===== config.mk =====
export PLATFORM = sky130hd
export DESIGN_NAME = mac_block_accum_flat
export DESIGN_NICKNAME = d
export VERILOG_FILES = /design/src/rtl/mac_block_accum_if.sv /design/src/rtl/mac_block_accum.sv /design/src/flat_wrapper.sv
export SDC_FILE = /design/constraint.sdc
export NUM_CORES = 1
export LEC_CHECK = 0
export ABC_CLOCK_PERIOD_IN_PS = 3620
export CORE_ASPECT_RATIO = 0.6
export CORE_MARGIN = 2
export CORE_UTILIZATION = 52
export CTS_BUF_LIST = sky130_fd_sc_hd__clkbuf_4 sky130_fd_sc_hd__clkbuf_8
export DETAILED_ROUTE_END_ITERATION = 8
export HOLD_SLACK_MARGIN = 0.05
export MAX_ROUTING_LAYER = met4
export PLACE_DENSITY = 0.92
export SETUP_SLACK_MARGIN = 0.02
export SLEW_MARGIN = 20
export SYNTH_ARGS = -nofsm -noshare
export SYNTH_HDL_FRONTEND = slang
export SYNTH_SLANG_ARGS = --single-unit

===== constraint.sdc =====
create_clock -name clk -period 3.62 [get_ports clk]
set_clock_uncertainty 0.15 [all_clocks]
set_input_delay 1.086 -clock clk [delete_from_list [all_inputs] [get_ports clk]]
set_output_delay 1.086 -clock clk [all_outputs]
set_load 0.05 [all_outputs]

===== src/rtl/mac_block_accum_if.sv =====
// Handshake bundle between the multiply-add result stream, mac_block_accum and its consumer.
// Carries the sample input, clear, the block output register and the status outputs.
`ifndef DATA_WIDTH_OUT
`define DATA_WIDTH_OUT 16
`endif

interface mac_block_accum_if #(
   parameter int unsigned DATA_WIDTH_OUT = `DATA_WIDTH_OUT,
   parameter int unsigned BLOCK_LEN      = 8
);
   localparam int unsigned IN_W  = DATA_WIDTH_OUT + 1;
   localparam int unsigned CNT_W = $clog2(BLOCK_LEN);
   localparam int unsigned ACC_W = IN_W + CNT_W;

   logic [IN_W-1:0]  in_data;
   logic             in_valid;
   logic             clear;
   logic [ACC_W-1:0] out_sum;
   logic [IN_W-1:0]  out_max;
   logic             out_valid;
   logic             out_ready;
   logic             overrun;
   logic [CNT_W-1:0] blk_cnt;

   // Producer/consumer side of the block.
   modport master (
      output in_data, in_valid, clear, out_ready,
      input  out_sum, out_max, out_valid, overrun, blk_cnt
   );

   // The accumulator itself.
   modport slave (
      input  in_data, in_valid, clear, out_ready,
      output out_sum, out_max, out_valid, overrun, blk_cnt
   );
endinterface


===== src/rtl/mac_block_accum.sv =====
// Sums consecutive BLOCK_LEN samples of the multiply-add result stream into a one-entry output register.
// Define BLOCK_ACC_MAX_EN to also track the per-block maximum; otherwise out_max is tied to zero.
`ifndef DATA_WIDTH_OUT
`define DATA_WIDTH_OUT 16
`endif

module mac_block_accum #(
   parameter int unsigned DATA_WIDTH_OUT = `DATA_WIDTH_OUT,
   parameter int unsigned BLOCK_LEN      = 8
) (
   input logic              clk,
   input logic              reset,
   mac_block_accum_if.slave bus
);
   localparam int unsigned IN_W  = DATA_WIDTH_OUT + 1;
   localparam int unsigned CNT_W = $clog2(BLOCK_LEN);
   localparam int unsigned ACC_W = IN_W + CNT_W;
   localparam logic [CNT_W-1:0] LAST = CNT_W'(BLOCK_LEN - 1);

   typedef enum logic {
      EMPTY = 1'b0,
      FULL  = 1'b1
   } ostate_e;

   ostate_e          ost_q, ost_d;
   logic [CNT_W-1:0] cnt_q, cnt_d;
   logic [ACC_W-1:0] acc_q, acc_d;
   logic [ACC_W-1:0] out_sum_q, out_sum_d;
   logic             ovr_q, ovr_d;

   logic [ACC_W-1:0] sum_new;
   logic             take;
   logic             complete;
   logic             accept;
   logic             load;

`ifdef BLOCK_ACC_MAX_EN
   logic [IN_W-1:0]  mx_q, mx_d;
   logic [IN_W-1:0]  out_max_q, out_max_d;
   logic [IN_W-1:0]  max_new;
`endif

   always_comb begin
      take     = bus.in_valid && !bus.clear;
      complete = take && (cnt_q == LAST);
      accept   = (ost_q == FULL) && bus.out_ready;
      // An accept in the completing cycle frees the slot, so the new block still lands.
      load     = complete && ((ost_q == EMPTY) || accept);
      sum_new  = acc_q + ACC_W'(bus.in_data);
`ifdef BLOCK_ACC_MAX_EN
      // The first sample of a block is taken as-is rather than compared against leftovers.
      max_new  = ((cnt_q == '0) || (bus.in_data > mx_q)) ? bus.in_data : mx_q;
`endif

      cnt_d     = cnt_q;
      acc_d     = acc_q;
      ovr_d     = ovr_q;
      ost_d     = ost_q;
      out_sum_d = out_sum_q;
`ifdef BLOCK_ACC_MAX_EN
      mx_d      = mx_q;
      out_max_d = out_max_q;
`endif

      if (bus.clear) begin
         cnt_d = '0;
         acc_d = '0;
         ovr_d = 1'b0;
`ifdef BLOCK_ACC_MAX_EN
         mx_d  = '0;
`endif
      end else if (take) begin
         if (complete) begin
            cnt_d = '0;
            acc_d = '0;
`ifdef BLOCK_ACC_MAX_EN
            mx_d  = '0;
`endif
            if (!load) begin
               ovr_d = 1'b1;
            end
         end else begin
            cnt_d = cnt_q + CNT_W'(1);
            acc_d = sum_new;
`ifdef BLOCK_ACC_MAX_EN
            mx_d  = max_new;
`endif
         end
      end

      if (load) begin
         ost_d     = FULL;
         out_sum_d = sum_new;
`ifdef BLOCK_ACC_MAX_EN
         out_max_d = max_new;
`endif
      end else if (accept) begin
         ost_d = EMPTY;
      end
   end

   always_ff @(posedge clk) begin
      if (reset) begin
         ost_q     <= EMPTY;
         cnt_q     <= '0;
         acc_q     <= '0;
         ovr_q     <= 1'b0;
         out_sum_q <= '0;
`ifdef BLOCK_ACC_MAX_EN
         mx_q      <= '0;
         out_max_q <= '0;
`endif
      end else begin
         ost_q     <= ost_d;
         cnt_q     <= cnt_d;
         acc_q     <= acc_d;
         ovr_q     <= ovr_d;
         out_sum_q <= out_sum_d;
`ifdef BLOCK_ACC_MAX_EN
         mx_q      <= mx_d;
         out_max_q <= out_max_d;
`endif
      end
   end

   assign bus.out_sum   = out_sum_q;
   assign bus.out_valid = (ost_q == FULL);
   assign bus.overrun   = ovr_q;
   assign bus.blk_cnt   = cnt_q;
`ifdef BLOCK_ACC_MAX_EN
   assign bus.out_max   = out_max_q;
`else
   assign bus.out_max   = '0;
`endif
endmodule


===== src/flat_wrapper.sv =====
// flat-port wrapper written by rule: the top's interface ports become plain ports
module mac_block_accum_flat 
#(
   parameter int unsigned DATA_WIDTH_OUT = `DATA_WIDTH_OUT,
   parameter int unsigned BLOCK_LEN      = 8
)
  (clk, reset, bus_in_data, bus_in_valid, bus_clear, bus_out_ready, bus_out_sum, bus_out_max, bus_out_valid, bus_overrun, bus_blk_cnt);
  mac_block_accum_if #(.DATA_WIDTH_OUT(DATA_WIDTH_OUT), .BLOCK_LEN(BLOCK_LEN)) bus_i ();
  input logic clk;
  input logic reset;
  input wire logic [$bits(bus_i.in_data)-1:0] bus_in_data;
  input wire logic [$bits(bus_i.in_valid)-1:0] bus_in_valid;
  input wire logic [$bits(bus_i.clear)-1:0] bus_clear;
  input wire logic [$bits(bus_i.out_ready)-1:0] bus_out_ready;
  output wire logic [$bits(bus_i.out_sum)-1:0] bus_out_sum;
  output wire logic [$bits(bus_i.out_max)-1:0] bus_out_max;
  output wire logic [$bits(bus_i.out_valid)-1:0] bus_out_valid;
  output wire logic [$bits(bus_i.overrun)-1:0] bus_overrun;
  output wire logic [$bits(bus_i.blk_cnt)-1:0] bus_blk_cnt;
  assign bus_i.in_data = bus_in_data;
  assign bus_i.in_valid = bus_in_valid;
  assign bus_i.clear = bus_clear;
  assign bus_i.out_ready = bus_out_ready;
  assign bus_out_sum = bus_i.out_sum;
  assign bus_out_max = bus_i.out_max;
  assign bus_out_valid = bus_i.out_valid;
  assign bus_overrun = bus_i.overrun;
  assign bus_blk_cnt = bus_i.blk_cnt;
  mac_block_accum #(.DATA_WIDTH_OUT(DATA_WIDTH_OUT), .BLOCK_LEN(BLOCK_LEN)) u_core (.clk(clk), .reset(reset), .bus(bus_i));
endmodule

==> summary.txt <==
Power
  – Internal: between 0.0007 and 0.0008 W
  – Switch share: 0.293
  – Leakage: approximately 1.3 nW
  – Share of total power in the clock network: 0.320
  – Part of the power in registers: 0.489
  – Combinational share of power: 0.192
  – VDD IR max: 220 µV
  – Cell Pwr Density: ~300 nW/µm²
  – NetSw: a little over 0.0003 W
  – Power after layout: 0.00103 W

STA
  – RSZ-0062 raised after global routing: false
  – Period minus WS final: between 3000 and 4000 ps
  – Final period util: 0.928
  – Max transition margin: 0.615
  – Final hold violations: 0
  – Achievable Freq: around 300 MHz
  – Worst slew pin tran: 573 ps
  – Setup-failing EPs final: 0
  – Hold WS: 304 ps
  – Max Slew Vio Count: 0
  – TNS Setup: 0 ps

Clocking
  – Root Driver: clkbuf_8
  – Clk slew on worst S/H paths: around 90 ps
  – CTS Sinks: 45
  – Total CTS buffers: 5
  – CTS resizes: 0
  – H-tree depth: 2
  – CTS max path bufs: 2
  – Clk_lat worst skew: 310 ps
  – CTS tree: yes
  – Post-CTS Setup Inserts: 0
  – Hold bufs inserted after CTS: 0

Floorplanning
  – Row cnt: 20
  – Core area: 5150 µm²
  – Die X: ~99 µm
  – Die Y-Extent: approximately 61 µm
  – I/O pin count: 64
  – Die area: 6100 µm²
  – Initial core utilization: 0.552

Logic synthesis
  – Dominant cell type by area after synthesis: dfxtp_1
  – Ys async rst share: 0
  – Most common cell in the synthesized netlist: dfxtp_1
  – Post-Synthesis Cells: approximately 350
  – YS warnings: 0
  – Dominant synthesized flop cell: dfxtp_1
  – Area contributors post-synth: dfxtp_1 32%, ha_1 8.4%, a21oi_1 6.2%
  – Post-synth top area share: 0.317
  – EDFF count, synth: 0
  – Syn Std Cell Area: roughly 2800 µm²
  – Seq/Total Area, Yosys: 0.317
  – Synth top cells by count: 45 x dfxtp_1, 42 x nand2_1, 35 x a21oi_1
  – Synth Register Bits: 45
  – Avg Inst Size Synth: a little over 8 µm²
  – Synth unique cells: 59

Global routing
  – Vias in the first global route: between 2000 and 3000
  – GRT met3 Usage: 0.0602
  – Grt met2 use: 0.399
  – GRT Util Overall: 0.260
  – Top Usage Layer GRT: met2
  – GR Overflow Total: 0
  – Initial antenna violation count: 0
  – First-pass GRT wire length: about 12 mm
  – Largest net degree at the start of global routing: 26
  – M1 GR Usage: 0.345

Routing
  – Mean number of vias per cell: around 6.0
  – TritonRoute pass-1 iters: 5
  – WL per Instance: approximately 16 µm
  – Initial DRC Count: 196
  – Drc violations: 0
  – WL final: between 7 and 8 mm
  – Vias: about 2700
  – Detail Route Antenna Nets: 0

Worst setup path
  – Worst Path Required: roughly 3700 ps
  – CP delay by family, top: adder cells
  – CP max stage delay: 430 ps
  – Worst path arrival time: ~3400 ps
  – Worst setup EP type: register
  – Critical path peak fanout: 3
  – Setup CP Type: in -> reg
  – Crit path cell chain: clkdlybuf4s50_1, ha_1, fa_1, a211oi_1, o211ai_1, nand3_1, a31oi_1, nand2_1, mux2_2
  – CP Launch Type: primary input
  – Buffers & Inverters on Critical Path: 1
  – CP max stage cell: clkdlybuf4s50_1

Cells and area
  – Finished Core Util: 0.661
  – Fin area: ~3400 µm²
  – ANT cells: 0
  – Share of layout cells above drive strength 1: 0.0921
  – Area grow syn2layout: 19.9%
  – Nets: 432

Placed design
  – Dpl cell area: 3320 µm²
  – Gpl congestion: 0.953
  – Port buffer count: 46
  – Dpl hpwl: around 5.4 mm

Min path
  – Hold WC Path Type: reg -> reg

Outcome
  – Status: finished clean

Job
  – Max cap viols: 0
## stage by stage
step	std cells	setup WS (ps)
2_1_floorplan	362	596
3_3_place_gp	449	63.8
3_5_place_dp	449	4.62
4_1_cts	457	297
5_1_grt	457	202
6_report	457	259
## logic make-up after synthesis
group / synth area share
AO/OA/AOI/OAI: 0.243
XOR/XNOR: 0.0431
buffers and inverters: 0.0810
AND/OR/NAND/NOR: 0.210
multiplexers: 0.0145
adder cells (fa/ha/maj): 0.0906
other: 0.00132
flip-flops: 0.317
## state kept, by name, summed over array words and instances, names as in the netlist
| name | flops |
|---|---|
| u_core.bus.overrun | 1 |
| u_core.acc_q | 20 |
| u_core.bus.blk_cnt | 3 |
| u_core.bus.out_sum | 20 |
| u_core.bus.out_valid | 1 |
## routing by layer
metal	share of wire	wire, µm
met1	0.46	3410
met2	0.42	3110
met3	0.099	727
met4	0.018	131
met5	0	0
## path summary, 6_finish.rpt
| kind | startpoint | endpoint | slack, ps | depth (start not counted) |
|---|---|---|---|---|
| worst max-delay path | bus_in_data[0] | u_core.acc_q[18] | 260 | 9 |
| worst min-delay path | u_core.bus.out_sum[1] | u_core.bus.out_sum[1] | 300 | 2 |
| worst max register to register | u_core.acc_q[0] | u_core.acc_q[18] | 1180 | 8 |
| worst min register to register | u_core.bus.out_sum[1] | u_core.bus.out_sum[1] | 300 | 2 |
## cell type report
cell class / count / area (µm²)
inverters: 5 / 18.8
multi-input cells: 276 / 1770
well taps: 66 / 82.6
flip-flops and latches: 45 / 901
repair buffers: 57 / 543
fillers: 422 / 1750
clock buffers: 8 / 91.3
## power groups by stage
stage          Sequential, W  Combinational [W]  Clock [W]
2_1_floorplan       0.000517           0.000149          0
3_3_place_gp        0.000515           0.000189          0
3_5_place_dp        0.000516           0.000192          0
4_1_cts             0.000504           0.000194   0.000332
5_1_grt             0.000505           0.000212   0.000356
6_report            0.000504           0.000198   0.000330
## worst min-delay path, delay by kind of cell (launching register included)
kind	cells	cell delay [ps]
DFF	1	310
AOI/OAI and AO/OA	1	50
and+or+nand+nor	1	50
## layout by cell type, fill, tap and decap left out, types with 3 or more instances in the layout
cell type	count
nand2b_1	3
conb_1	17
nor4b_1	6
ha_1	19
and3_1	3
nor3_1	7
nand4_1	6
nor2_1	19
buf_4	11
nand3_1	11
a211oi_1	4
a31oi_1	4
dfxtp_1	45
nand3b_1	4
or2_2	3
nand2_1	42
clkdlybuf4s50_1	46
inv_1	5
o21ai_0	21
a311o_1	3
xnor2_1	8
a21o_1	5
a21oi_1	35
o211ai_1	4
clkbuf_8	5
mux2i_1	3
a22oi_1	6
xor2_1	6
clkbuf_4	3
(Power assumes the default switching activity.)
